===== config.mk =====
export PLATFORM = sky130hd
export DESIGN_NAME = instr_prefetch_queue_flat
export DESIGN_NICKNAME = d
export VERILOG_FILES = /design/src/rtl/instr_prefetch_queue_pkg.sv /design/src/rtl/instr_prefetch_queue_if.sv /design/src/rtl/instr_prefetch_queue_fetch_fifo.sv /design/src/rtl/instr_prefetch_queue.sv /design/src/flat_wrapper.sv
export SDC_FILE = /design/constraint.sdc
export NUM_CORES = 1
export LEC_CHECK = 0
export ABC_AREA = 1
export CORE_ASPECT_RATIO = 1.5
export CORE_MARGIN = 2
export CORE_UTILIZATION = 45
export DETAILED_ROUTE_END_ITERATION = 10
export GPL_ROUTABILITY_DRIVEN = 0
export PLACE_DENSITY_LB_ADDON = 0.05
export SYNTH_ARGS = -nofsm -noshare
export SYNTH_HDL_FRONTEND = slang
export SYNTH_HIERARCHICAL = 1
export SYNTH_SLANG_ARGS = --single-unit

===== constraint.sdc =====
create_clock -name clk -period 6.2 [get_ports clk]
set_input_delay 1.24 -clock clk [delete_from_list [all_inputs] [get_ports clk]]
set_output_delay 1.24 -clock clk [all_outputs]
set_load 0.03 [all_outputs]

===== src/rtl/instr_prefetch_queue_pkg.sv =====
// Shared types and constants for the instruction prefetch queue.
//   PC_W / INS_W : fetch address and instruction widths
//   DEPTH        : prefetch FIFO entries (power of two, >= 2)
//   fetch_entry_t: one buffered {pc, instr} pair
//   fetch_state_e: fetch FSM states
package instr_prefetch_queue_pkg;
  localparam int PC_W    = 9;
  localparam int INS_W   = 32;
  localparam int DEPTH   = 4;
  localparam int PTR_W   = $clog2(DEPTH);
  localparam int CNT_W   = $clog2(DEPTH) + 1;
  localparam int PC_STEP = 4;

  typedef struct packed {
    logic [PC_W-1:0]  pc;
    logic [INS_W-1:0] instr;
  } fetch_entry_t;

  typedef enum logic [1:0] {F_IDLE, F_WAIT, F_DISCARD} fetch_state_e;
endpackage


===== src/rtl/instr_prefetch_queue_if.sv =====
// Bus bundle of the prefetch queue: redirect input, instruction-memory
// read port and the IF/ID output port.
//   master : the prefetch queue side
//   slave  : the environment side (memory, EX redirect, IF/ID consumer)
//
// Handshakes:
//   memory : mem_req_o/mem_addr_o are held stable until mem_gnt_i is seen
//            high in the same cycle; the single matching mem_rvalid_i /
//            mem_rdata_i arrives at least one cycle after the grant.
//   output : an entry transfers on every clock edge where out_valid_o and
//            out_ready_i are both high; while out_valid_o is high and
//            out_ready_i low the head fields do not change.
interface instr_prefetch_queue_if;
  import instr_prefetch_queue_pkg::*;

  logic             flush_i;
  logic [PC_W-1:0]  redirect_pc_i;
  logic             mem_req_o;
  logic [PC_W-1:0]  mem_addr_o;
  logic             mem_gnt_i;
  logic             mem_rvalid_i;
  logic [INS_W-1:0] mem_rdata_i;
  logic             out_valid_o;
  logic [PC_W-1:0]  out_pc_o;
  logic [INS_W-1:0] out_instr_o;
  logic             out_ready_i;

  modport master (
    input  flush_i, redirect_pc_i, mem_gnt_i, mem_rvalid_i, mem_rdata_i, out_ready_i,
    output mem_req_o, mem_addr_o, out_valid_o, out_pc_o, out_instr_o
  );

  modport slave (
    output flush_i, redirect_pc_i, mem_gnt_i, mem_rvalid_i, mem_rdata_i, out_ready_i,
    input  mem_req_o, mem_addr_o, out_valid_o, out_pc_o, out_instr_o
  );
endinterface


===== src/rtl/instr_prefetch_queue_fetch_fifo.sv =====
// Synchronous FIFO of fetch entries.
//   clk, reset   : clock, synchronous active-high reset
//   clear        : empties the FIFO (pointers and count to zero)
//   push, push_data : write one entry at the tail
//   pop          : drop the head entry
//   count_o      : occupancy
//   head_o       : entry at the head (registered storage)
// The caller never pushes into a full FIFO nor pops an empty one.
module instr_prefetch_queue_fetch_fifo
  import instr_prefetch_queue_pkg::*;
(
  input  logic             clk,
  input  logic             reset,
  input  logic             clear,
  input  logic             push,
  input  fetch_entry_t     push_data,
  input  logic             pop,
  output logic [CNT_W-1:0] count_o,
  output fetch_entry_t     head_o
);

  fetch_entry_t     mem_q [DEPTH];
  logic [PTR_W-1:0] wr_ptr_q, wr_ptr_d;
  logic [PTR_W-1:0] rd_ptr_q, rd_ptr_d;
  logic [CNT_W-1:0] count_q, count_d;

  // Pointers wrap naturally because DEPTH is a power of two.
  always_comb begin
    wr_ptr_d = wr_ptr_q + PTR_W'(push);
    rd_ptr_d = rd_ptr_q + PTR_W'(pop);
    count_d  = count_q + CNT_W'(push) - CNT_W'(pop);
    if (clear) begin
      wr_ptr_d = '0;
      rd_ptr_d = '0;
      count_d  = '0;
    end
  end

  always_ff @(posedge clk) begin
    if (reset) begin
      wr_ptr_q <= '0;
      rd_ptr_q <= '0;
      count_q  <= '0;
    end else begin
      wr_ptr_q <= wr_ptr_d;
      rd_ptr_q <= rd_ptr_d;
      count_q  <= count_d;
    end
  end

  // Payload storage carries no reset; validity is tracked by count_q.
  always_ff @(posedge clk) begin
    if (push && !clear) mem_q[wr_ptr_q] <= push_data;
  end

  assign count_o = count_q;
  assign head_o  = mem_q[rd_ptr_q];

endmodule


===== src/rtl/instr_prefetch_queue.sv =====
// Fetch-stage front end. Issues one instruction-memory read at a time,
// buffers returned {pc, instr} pairs in a small FIFO and presents the head
// to the IF/ID register. A flush redirects fetch and discards any read in
// flight.
//   clk, reset : clock, synchronous active-high reset
//   bus        : instr_prefetch_queue_if.master (redirect, memory, output)
//   fetch_pc_o : next address to request (debug)
//   count_o    : FIFO occupancy (debug)
//   state_o    : fetch FSM state (debug)
module instr_prefetch_queue
  import instr_prefetch_queue_pkg::*;
(
  input  logic                   clk,
  input  logic                   reset,
  instr_prefetch_queue_if.master bus,
  output logic [PC_W-1:0]        fetch_pc_o,
  output logic [CNT_W-1:0]       count_o,
  output fetch_state_e           state_o
);

  fetch_state_e     state_q, state_d;
  logic [PC_W-1:0]  fetch_pc_q, fetch_pc_d;
  logic [PC_W-1:0]  req_pc_q, req_pc_d;
  // High for the first cycle after reset; keeps the request quiet then.
  logic             init_q, init_d;

  logic             mem_req;
  logic             push, pop, out_valid;
  logic [CNT_W-1:0] count;
  fetch_entry_t     head, push_data;

  assign push_data = '{pc: req_pc_q, instr: bus.mem_rdata_i};

  instr_prefetch_queue_fetch_fifo u_fifo (
    .clk       (clk),
    .reset     (reset),
    .clear     (bus.flush_i),
    .push      (push),
    .push_data (push_data),
    .pop       (pop),
    .count_o   (count),
    .head_o    (head)
  );

  assign out_valid = !reset && (count != '0);
  // Flush wins over a same-cycle pop; the FIFO is being cleared anyway.
  assign pop       = out_valid && bus.out_ready_i && !bus.flush_i;

  always_comb begin
    state_d    = state_q;
    fetch_pc_d = fetch_pc_q;
    req_pc_d   = req_pc_q;
    init_d     = 1'b0;
    mem_req    = 1'b0;
    push       = 1'b0;

    case (state_q)
      F_IDLE: begin
        // Registered count only: a pop this cycle does not free a slot yet,
        // which guarantees the returning data always finds room.
        mem_req = !reset && !init_q && !bus.flush_i && (count < CNT_W'(DEPTH));
        if (mem_req && bus.mem_gnt_i) begin
          req_pc_d   = fetch_pc_q;
          fetch_pc_d = fetch_pc_q + PC_W'(PC_STEP);
          state_d    = F_WAIT;
        end
      end
      F_WAIT: begin
        if (bus.flush_i) begin
          // Data arriving in the flush cycle is simply dropped.
          state_d = bus.mem_rvalid_i ? F_IDLE : F_DISCARD;
        end else if (bus.mem_rvalid_i) begin
          push    = 1'b1;
          state_d = F_IDLE;
        end
      end
      F_DISCARD: begin
        // The stale read completes here; a further flush only moves fetch_pc.
        if (bus.mem_rvalid_i) state_d = F_IDLE;
      end
      default: state_d = F_IDLE;
    endcase

    if (bus.flush_i) fetch_pc_d = {bus.redirect_pc_i[PC_W-1:2], 2'b00};
  end

  always_ff @(posedge clk) begin
    if (reset) begin
      state_q    <= F_IDLE;
      fetch_pc_q <= '0;
      req_pc_q   <= '0;
      init_q     <= 1'b1;
    end else begin
      state_q    <= state_d;
      fetch_pc_q <= fetch_pc_d;
      req_pc_q   <= req_pc_d;
      init_q     <= init_d;
    end
  end

  assign bus.mem_req_o   = mem_req;
  assign bus.mem_addr_o  = reset ? '0 : fetch_pc_q;
  assign bus.out_valid_o = out_valid;
  assign bus.out_pc_o    = out_valid ? head.pc : '0;
  assign bus.out_instr_o = out_valid ? head.instr : '0;

  assign fetch_pc_o = reset ? '0 : fetch_pc_q;
  assign count_o    = reset ? '0 : count;
  assign state_o    = reset ? F_IDLE : state_q;

endmodule


===== src/flat_wrapper.sv =====
// flat-port wrapper written by rule: the top's interface ports become plain ports
module instr_prefetch_queue_flat import instr_prefetch_queue_pkg::*;
  (clk, reset, fetch_pc_o, count_o, state_o, bus_flush_i, bus_redirect_pc_i, bus_mem_gnt_i, bus_mem_rvalid_i, bus_mem_rdata_i, bus_out_ready_i, bus_mem_req_o, bus_mem_addr_o, bus_out_valid_o, bus_out_pc_o, bus_out_instr_o);
  instr_prefetch_queue_if bus_i ();
  input  logic clk;
  input  logic reset;
  output logic [PC_W-1:0] fetch_pc_o;
  output logic [CNT_W-1:0] count_o;
  output fetch_state_e state_o;
  input wire logic [$bits(bus_i.flush_i)-1:0] bus_flush_i;
  input wire logic [$bits(bus_i.redirect_pc_i)-1:0] bus_redirect_pc_i;
  input wire logic [$bits(bus_i.mem_gnt_i)-1:0] bus_mem_gnt_i;
  input wire logic [$bits(bus_i.mem_rvalid_i)-1:0] bus_mem_rvalid_i;
  input wire logic [$bits(bus_i.mem_rdata_i)-1:0] bus_mem_rdata_i;
  input wire logic [$bits(bus_i.out_ready_i)-1:0] bus_out_ready_i;
  output wire logic [$bits(bus_i.mem_req_o)-1:0] bus_mem_req_o;
  output wire logic [$bits(bus_i.mem_addr_o)-1:0] bus_mem_addr_o;
  output wire logic [$bits(bus_i.out_valid_o)-1:0] bus_out_valid_o;
  output wire logic [$bits(bus_i.out_pc_o)-1:0] bus_out_pc_o;
  output wire logic [$bits(bus_i.out_instr_o)-1:0] bus_out_instr_o;
  assign bus_i.flush_i = bus_flush_i;
  assign bus_i.redirect_pc_i = bus_redirect_pc_i;
  assign bus_i.mem_gnt_i = bus_mem_gnt_i;
  assign bus_i.mem_rvalid_i = bus_mem_rvalid_i;
  assign bus_i.mem_rdata_i = bus_mem_rdata_i;
  assign bus_i.out_ready_i = bus_out_ready_i;
  assign bus_mem_req_o = bus_i.mem_req_o;
  assign bus_mem_addr_o = bus_i.mem_addr_o;
  assign bus_out_valid_o = bus_i.out_valid_o;
  assign bus_out_pc_o = bus_i.out_pc_o;
  assign bus_out_instr_o = bus_i.out_instr_o;
  instr_prefetch_queue u_core (.clk(clk), .reset(reset), .bus(bus_i), .fetch_pc_o(fetch_pc_o), .count_o(count_o), .state_o(state_o));
endmodule

==> flow_metrics.env, run 1 <==
export IMPL_cts_buffers_inserted=17
export IMPL_status="complete, no violations"
export IMPL_hold_path_class="reg2reg"
export IMPL_root_buffer="clkbuf_16"
export IMPL_fin_nets=915
export IMPL_clock_latency_ns=0.42
export IMPL_rsz0062_at_grt="no"
export IMPL_area_growth_pct=20.8
export IMPL_cts_buffer_depth=2
export IMPL_synth_top_area_share_pct=60.1
export IMPL_crit_slowest_cell="clkdlybuf4s50_1"
export IMPL_cts_max_level=4
export IMPL_startpoint_type="input port"
export IMPL_synth_seq_cells=188
export IMPL_num_vias=5371
export IMPL_drc=0
export IMPL_fin_crit_sh_pct=76.1
export IMPL_layout_drive_gt1_share_pct=6.74
export IMPL_cap_violations=0
export IMPL_avgSynthCellArea_um2=10.8
export IMPL_cts_sinks=188
export IMPL_post_cts_resized=0
export IMPL_cts_tree="done"
export IMPL_synth_top_area_cell="edfxtp_1"
export IMPL_port_buffers=106
export IMPL_postRouteWirelength_um=15600
export IMPL_grt_pass1_wl_um=25200
export IMPL_cpPeakStageDelay_ns=0.62
export IMPL_syn_area_mm2=0.00819
export IMPL_fin_worst_skew_ns=0.00956
export IMPL_die_area_mm2=0.0193
export IMPL_synth_area_top_cells="edfxtp_1 60%, inv_1 7.0%, dfxtp_1 5.9%"
export IMPL_syn_inst=757
export IMPL_cp_max_fo=43
export IMPL_cp_num_buf_inv=4
export IMPL_slew_headroom_pct=35.9
export IMPL_crit_chain="clkdlybuf4s50_1, buf_4, nor2_1, nor3_4, buf_4, nor2_1, clkdlybuf4s50_1"
export IMPL_ir_worst_vdd_mv=0.146
export IMPL_critPathKind="in2out"
export IMPL_setup_viol=0
export IMPL_synthDistinctLibCells=30
export IMPL_via_per_inst=4.92
export IMPL_grt_max_degree=84
export IMPL_p_per_area_mw_per_mm2=252
export IMPL_die_y_um=169
export IMPL_dr_pass1_iters=4
export IMPL_postCtsSetupBuffers=0
export IMPL_num_rows=60
export IMPL_hold_viol=0
export IMPL_worst_pin_slew_ns=0.961
export IMPL_final_common_cell="edfxtp_1"
export IMPL_start_util_pct=45.8
export IMPL_layout_common_cells="164 x edfxtp_1, 153 x inv_1, 116 x nand2_1"
export IMPL_drtIter0Drc=292
export IMPL_grt_overflow_total=0
export IMPL_clk_pin_slew_ns=0.07
export IMPL_cp_end_kind="output port"
export IMPL_ant_nets=0
export IMPL_ctsHoldBuffers=0
export IMPL_io_pins=113
export IMPL_grtUsageTotal_pct=16.9
export IMPL_period_needed_ns=4.72
export IMPL_leakagePower_uw=0.00385
export IMPL_place_hpwl_um=9820
export IMPL_grt_pass1_vias=5209
export IMPL_cp_arrival_ns=3.48
export IMPL_wl_per_cell_um=14.3
export IMPL_fp_coreArea_mm2=0.0179
export IMPL_yosysSeqAreaShare_pct=66.0
export IMPL_diodes=0
export IMPL_yosysWarningCount=6
export IMPL_antenna_found_initial=0
export IMPL_final_cell_area_mm2=0.00989
export IMPL_placed_cell_area_mm2=0.00932
export IMPL_cp_top_family="buffers and inverters"
export IMPL_cp_required_ns=4.96
export IMPL_die_width_um=114
export IMPL_maxSlewViolCount=0
export IMPL_fmax_mhz=212
export IMPL_setup_tns_final_ns=0
routing by layer:
metal | wire length, um | up-vias | global-route usage (%)
met5 | 0 | - | 0
met4 | 154 | 0 | 5.62
met3 | 696 | 12 | 4.11
met2 | 8210 | 126 | 29.9
met1 | 6510 | 2554 | 20.1
li1 | - | 2679 | -
tightest hold or removal path: cells and delay by family (launching register included):
| family | cells | cell delay (ns) |
|---|---|---|
| simple gates | 1 | 0.07 |
| flops | 1 | 0.33 |
| compound gates | 1 | 0.06 |
area by class of cell:
class / instances / area (um^2)
Clock inverter: 8 / 52.6
Multi-Input combinational cell: 379 / 1880
Sequential cell: 188 / 5410
Clock buffer: 24 / 524
Fill cell: 1550 / 7970
Tap cell: 217 / 272
Timing Repair Buffer: 121 / 1170
Inverter: 155 / 582
per-stage QoR:
stage                     instances  hold slack, ns  util, %  total power [uW]  setup slack (ns)
after CTS                      1092           0.506     55.4              2520              1.44
after detailed placement       1060           0.485     52.1              1490              1.44
after floorplan                 768           0.455        -              1450             0.772
after global placement         1060           0.467     52.1              1490              1.44
after global routing           1092           0.522     55.4              2580              1.32
final                          1092           0.498     55.4              2490              1.48
path summary, 6_finish.rpt:
check | endpoint | cells after the start | slack, ns | from
worst max-delay path | bus_out_instr_o[0] | 7 | 1.48 | reset
worst max register to register | u_core/u_fifo/mem_q[3][20] | 6 | 3.41 | u_core/state_q[0]
worst min-delay path | u_core/fetch_pc_q[6] | 2 | 0.50 | u_core/fetch_pc_q[6]
worst min register to register | u_core/fetch_pc_q[6] | 2 | 0.50 | u_core/fetch_pc_q[6]
cells in the mapped netlist, drive strengths merged:
master	count
xnor2	2
ha	5
clkbuf	1
o211ai	41
conb	1
xor2	1
nand2	116
clkinv	1
nor4	2
buf	45
fa	1
nor2	72
nand3	10
nand4	3
inv	154
o21ai	51
nor3	5
a21boi	1
edfxtp	164
or2	1
a21oi	56
dfxtp	24
cells by family after synthesis:
family	count (synthesis)	share of synthesized area, %
other	1	0.0458
AO/OA/AOI/OAI	149	10.4
adder cells (fa/ha/maj)	6	1.01
AND/OR/NAND/NOR	209	10.4
flip-flops	188	66.0
XOR/XNOR	3	0.321
buffers and inverters	201	11.8
flip-flops by register name, summed over array words and instances, names as in the netlist:
register	count
u_core/u_fifo/mem_q	164
u_core/fetch_pc_q	7
u_core/req_pc_q	7
u_core/u_fifo/count_o	3
u_core/state_q	2
u_core/u_fifo/rd_ptr_q	2
u_core/u_fifo/wr_ptr_q	2
u_core/init_q	1
report_power, final:
part	internal, uW	leakage [uW]	switching, uW
clock network	594	0.000291	435
registers	1380	0.00167	5.35
logic	38.8	0.00189	43.5
total	2010	0.00385	483
Power figures use the tool's default switching activity.
==> run 2: changes to the inputs <==
Clock period 6.2 ns to 3.9 ns, I/O delays scaled along.
==> run 2 against run 1 <==
Against the previous run: hold slack got worse by 0.012 ns; flip-flop and latch count unchanged; clock-buffer cell count decreased by 3; clock power increased by 57%; via count decreased by 0.41%.
==> flow_metrics.env, run 2 (synthesis gave the netlist of run 1 again) <==
export IMPL_nFillCells=1587
export IMPL_cts_tree="done"
export IMPL_postCtsSetupBuffers=0
export IMPL_port_buffers=106
export IMPL_fin_crit_sh_pct=89.2
export IMPL_cts_buffers_inserted=17
export IMPL_p_int_uw=3130
export IMPL_grt_pass1_wl_um=25200
export IMPL_r2r_start="u_core/u_fifo/count_o[1]"
export IMPL_sw_frac_of_total_pct=20.8
export IMPL_cp_arrival_ns=2.70
export IMPL_cp_max_fo=27
export IMPL_clock_latency_ns=0.42
export IMPL_fin_nets=919
export IMPL_cp_required_ns=3.12
export IMPL_post_cts_resized=0
export IMPL_setup_tns_final_ns=0
export IMPL_route_met2_wl_um=8160
export IMPL_start_util_pct=45.8
export IMPL_die_y_um=169
export IMPL_largest_reg_flops=164
export IMPL_stdcell_count=1096
export IMPL_power_total_uw=3950
export IMPL_layout_common_cells="164 x edfxtp_1, 153 x inv_1, 116 x nand2_1"
export IMPL_hold_viol=0
export IMPL_final_cell_area_mm2=0.00994
export IMPL_seqPwrFrac_pct=55.6
export IMPL_crit_chain="clkdlybuf4s50_1, nor2_1, nor3_4, buf_4, nor2_1, clkdlybuf4s50_1"
export IMPL_num_vias=5349
export IMPL_cts_sinks=188
export IMPL_worst_pin_slew_ns=0.753
export IMPL_die_area_mm2=0.0193
export IMPL_slew_headroom_pct=49.8
export IMPL_postRouteWirelength_um=15500
export IMPL_grt_max_degree=74
export IMPL_drc=0
export IMPL_dp_cells=1064
export IMPL_fin_worst_skew_ns=0.00866
export IMPL_area_growth_pct=21.4
export IMPL_antenna_found_initial=0
export IMPL_place_hpwl_um=9980
export IMPL_top_regs="u_core/u_fifo/mem_q x164, u_core/fetch_pc_q x7, u_core/req_pc_q x7"
export IMPL_wl_per_cell_um=14.2
export IMPL_cts_max_level=4
export IMPL_cp_end_kind="output port"
export IMPL_clockPowerShare_pct=41.1
export IMPL_diodes=0
export IMPL_cts_buffer_depth=2
export IMPL_rsz0062_at_grt="no"
export IMPL_dr_pass1_iters=4
export IMPL_status="complete, no violations"
export IMPL_final_common_cell="edfxtp_1"
export IMPL_startpoint="reset"
export IMPL_crit_slowest_cell="clkdlybuf4s50_1"
export IMPL_placed_cell_area_mm2=0.00939
export IMPL_cpPeakStageDelay_ns=0.60
export IMPL_layout_drive_gt1_share_pct=7.51
export IMPL_root_buffer="clkbuf_16"
export IMPL_ctsHoldBuffers=0
export IMPL_maxSlewViolCount=0
export IMPL_ant_nets=0
export IMPL_switchingPower_uw=823
export IMPL_p_per_area_mw_per_mm2=397
export IMPL_die_width_um=114
export IMPL_fmax_mhz=287
export IMPL_io_pins=113
export IMPL_critPathKind="in2out"
export IMPL_drtIter0Drc=259
export IMPL_cp_num_buf_inv=3
export IMPL_ir_worst_vdd_mv=0.325
export IMPL_grtUsageTotal_pct=16.9
export IMPL_period_needed_ns=3.48
export IMPL_top_layer="met4"
export IMPL_clk_pin_slew_ns=0.07
export IMPL_leakagePower_uw=0.00388
export IMPL_dr_wl_met3_um=516
export IMPL_startpoint_type="input port"
export IMPL_hold_path_class="reg2reg"
export IMPL_min_delay_start="u_core/fetch_pc_q[6]"
export IMPL_num_rows=60
export IMPL_setup_viol=0
export IMPL_fp_coreArea_mm2=0.0179
export IMPL_grt_overflow_total=0
export IMPL_regMostFlops="u_core/u_fifo/mem_q"
export IMPL_wl_met1_um=6720
export IMPL_cap_violations=0
export IMPL_via_per_inst=4.88
export IMPL_grt_pass1_vias=5190
export IMPL_cp_top_family="buffers and inverters"
export IMPL_combPwrFrac_pct=3.3
[run 2: tightest hold or removal path, delay by kind of cell, from the launching register on]
family | cells | cell delay (ns)
flip-flops | 1 | 0.32
AND/OR/NAND/NOR | 1 | 0.06
AO/OA/AOI/OAI | 1 | 0.06
[run 2: power groups by stage]
| stage | sequential [uW] | clock, uW | combinational, uW |
|---|---|---|---|
| floorplan | 2240 | 0 | 60.2 |
| global placement | 2240 | 0 | 129 |
| detailed placement | 2240 | 0 | 131 |
| CTS | 2190 | 1670 | 132 |
| global route | 2200 | 1760 | 143 |
| finish | 2200 | 1620 | 131 |
[run 2: layer usage]
layer  track usage (%)  vias up
li1                  -     2688
met1              20.4     2544
met2              30.2      111
met3              3.29        6
met4              5.14        0
met5                 0        -
[run 2: cell type report]
class	instances	area [um^2]	area share (%)
Sequential cell	188	5410	54.4
Multi-Input combinational cell	379	1880	18.9
Tap cell	217	272	2.73
Clock buffer	21	462	4.64
Timing Repair Buffer	125	1240	12.5
Clock inverter	11	93.8	0.944
Inverter	155	582	5.85
[run 2: per-stage QoR]
step / hold slack [ns] / utilization, % / worst slack [ns]
2_1_floorplan: 0.455 / - / -1.07
3_3_place_gp: 0.473 / 52.5 / 0.426
3_5_place_dp: 0.479 / 52.5 / 0.399
4_1_cts: 0.491 / 55.7 / 0.397
5_1_grt: 0.506 / 55.7 / 0.275
6_report: 0.486 / 55.7 / 0.421
[run 2: worst paths after layout]
path | endpoint | slack, ns | depth (start not counted)
max reg2reg | u_core/u_fifo/count_o[2] | 1.42 | 14
max | bus_out_pc_o[8] | 0.42 | 6
min | u_core/fetch_pc_q[6] | 0.49 | 2
min reg2reg | u_core/fetch_pc_q[6] | 0.49 | 2
==> run 3: changes to the inputs <==
Settings changed: REMOVE_ABC_BUFFERS from default to 1.
==> run 3 against run 2 <==
Against the previous run: global-route usage hardly changed; flip-flop and latch count stayed put; sequential share of layout area is 0.062 points lower; combinational power hardly changed; sequential power hardly changed; fmax is 0.39% higher; power is 0.12% higher; clock-buffer cell count is 2 lower; clock power hardly changed; clock skew is 0.0039 ns higher; hold slack better by 0.0016 ns; critical path type unchanged.
==> flow_metrics.env, run 3 (synthesis gave the netlist of run 1 again) <==
export IMPL_status="complete, no violations"
export IMPL_drc=0
export IMPL_sw_frac_of_total_pct=21.3
export IMPL_cts_max_level=4
export IMPL_root_buffer="clkbuf_16"
export IMPL_ant_nets=0
export IMPL_final_cell_area_mm2=0.00995
export IMPL_maxSlewViolCount=0
export IMPL_port_buffers=106
export IMPL_top_regs="u_core/u_fifo/mem_q x164, u_core/fetch_pc_q x7, u_core/req_pc_q x7"
export IMPL_layout_drive_gt1_share_pct=7.53
export IMPL_ir_worst_vdd_mv=0.257
export IMPL_p_per_area_mw_per_mm2=397
export IMPL_r2r_end="u_core/u_fifo/count_o[2]"
export IMPL_rrSetupSlack_ns=1.51
export IMPL_fin_crit_sh_pct=88.9
export IMPL_post_cts_resized=0
export IMPL_area_growth_pct=21.5
export IMPL_grt_overflow_total=0
export IMPL_ctsHoldBuffers=0
export IMPL_fin_nets=916
export IMPL_r2r_start="u_core/u_fifo/count_o[1]"
export IMPL_placed_cell_area_mm2=0.00939
export IMPL_switchingPower_uw=841
export IMPL_worst_pin_slew_ns=0.529
export IMPL_cts_sinks=188
export IMPL_cp_arrival_ns=2.69
export IMPL_startpoint_type="input port"
export IMPL_start_util_pct=45.8
export IMPL_clockPowerShare_pct=41.1
export IMPL_power_total_uw=3950
export IMPL_grtUsageTotal_pct=16.9
export IMPL_die_width_um=114
export IMPL_crit_slowest_cell="clkdlybuf4s50_1"
export IMPL_crit_path_end="bus_out_instr_o[16]"
export IMPL_postCtsSetupBuffers=0
export IMPL_cap_violations=0
export IMPL_die_y_um=169
export IMPL_final_common_cell="edfxtp_1"
export IMPL_nFillCells=1559
export IMPL_hold_viol=0
export IMPL_leakagePower_uw=0.00387
export IMPL_cp_end_kind="output port"
export IMPL_startpoint="reset"
export IMPL_grt_pass1_vias=5182
export IMPL_layout_common_cells="164 x edfxtp_1, 153 x inv_1, 116 x nand2_1"
export IMPL_num_rows=60
export IMPL_die_area_mm2=0.0193
export IMPL_postRouteWirelength_um=15800
export IMPL_critPathKind="in2out"
export IMPL_cp_required_ns=3.12
export IMPL_cpPeakStageDelay_ns=0.68
export IMPL_dr_pass1_iters=4
export IMPL_cp_max_fo=43
export IMPL_via_per_inst=4.90
export IMPL_p_int_uw=3110
export IMPL_fin_worst_skew_ns=0.0126
export IMPL_io_pins=113
export IMPL_num_vias=5352
export IMPL_crit_chain="clkdlybuf4s50_1, nor2_1, nor3_4, buf_12, nor2_1, clkdlybuf4s50_1"
export IMPL_combPwrFrac_pct=3.4
export IMPL_setup_viol=0
export IMPL_hold_path_class="reg2reg"
export IMPL_grt_pass1_wl_um=25000
export IMPL_grt_max_degree=65
export IMPL_fp_coreArea_mm2=0.0179
export IMPL_largest_reg_flops=164
export IMPL_rsz0062_at_grt="no"
export IMPL_diodes=0
export IMPL_clk_pin_slew_ns=0.07
export IMPL_cts_buffers_inserted=17
export IMPL_period_needed_ns=3.47
export IMPL_regMostFlops="u_core/u_fifo/mem_q"
export IMPL_antenna_found_initial=0
export IMPL_cts_buffer_depth=2
export IMPL_final_util_pct=55.7
export IMPL_reg2regPathDepth=14
export IMPL_seqPwrFrac_pct=55.5
export IMPL_clock_latency_ns=0.42
export IMPL_place_hpwl_um=9980
export IMPL_slew_headroom_pct=64.7
export IMPL_wl_per_cell_um=14.4
export IMPL_drtIter0Drc=224
export IMPL_fmax_mhz=289
export IMPL_cts_tree="done"
[run 3: how the worst min path moves through the flow]
stage	startpoint	to	cells after the start	slack, ns
after global routing	u_core/fetch_pc_q[6]	u_core/fetch_pc_q[6]	2	0.52
after CTS	u_core/fetch_pc_q[6]	u_core/fetch_pc_q[6]	2	0.48
after floorplan	u_core/fetch_pc_q[6]	u_core/fetch_pc_q[6]	2	0.45
after global placement	u_core/req_pc_q[6]	u_core/u_fifo/mem_q[0][38]	0	0.47
final	u_core/fetch_pc_q[6]	u_core/fetch_pc_q[6]	2	0.49
after detailed placement	u_core/fetch_pc_q[6]	u_core/fetch_pc_q[6]	2	0.47
[run 3: cell type report]
cell class / count / area [um^2] / share of cell area (%)
Tap cell: 217 / 272 / 2.73
Clock inverter: 13 / 124 / 1.24
Clock buffer: 19 / 443 / 4.45
Inverter: 155 / 582 / 5.84
Multi-Input combinational cell: 379 / 1880 / 18.9
Timing Repair Buffer: 122 / 1240 / 12.5
Sequential cell: 188 / 5410 / 54.4
[run 3: worst max-delay path: cells and delay by family]
kind,cells,cell delay (ns)
buffers and inverters,3,1.37
and+or+nand+nor,3,0.51
[run 3: layer usage]
| layer | global-route usage [%] | part of all wire [%] |
|---|---|---|
| met2 | 30.8 | 53 |
| met5 | 0 | 0 |
| met4 | 5.83 | 1.5 |
| met3 | 3.11 | 3.4 |
| met1 | 19.7 | 42 |
[run 3: through the flow]
stage / instances / hold WS [ns] / setup WS (ns) / setup TNS, ns
2_1_floorplan: 722 / 0.451 / -0.906 / -175.95
3_5_place_dp: 1061 / 0.473 / 0.435 / 0
6_report: 1093 / 0.487 / 0.435 / 0
4_1_cts: 1093 / 0.485 / 0.414 / 0
3_3_place_gp: 1061 / 0.467 / 0.461 / 0
5_1_grt: 1093 / 0.517 / 0.320 / 0
[run 3: power groups by stage]
stage	registers, uW	logic (uW)	clock network [uW]
floorplan	2240	47.6	0
global placement	2240	131	0
detailed placement	2240	134	0
CTS	2200	134	1670
global route	2200	145	1760
finish	2200	134	1620
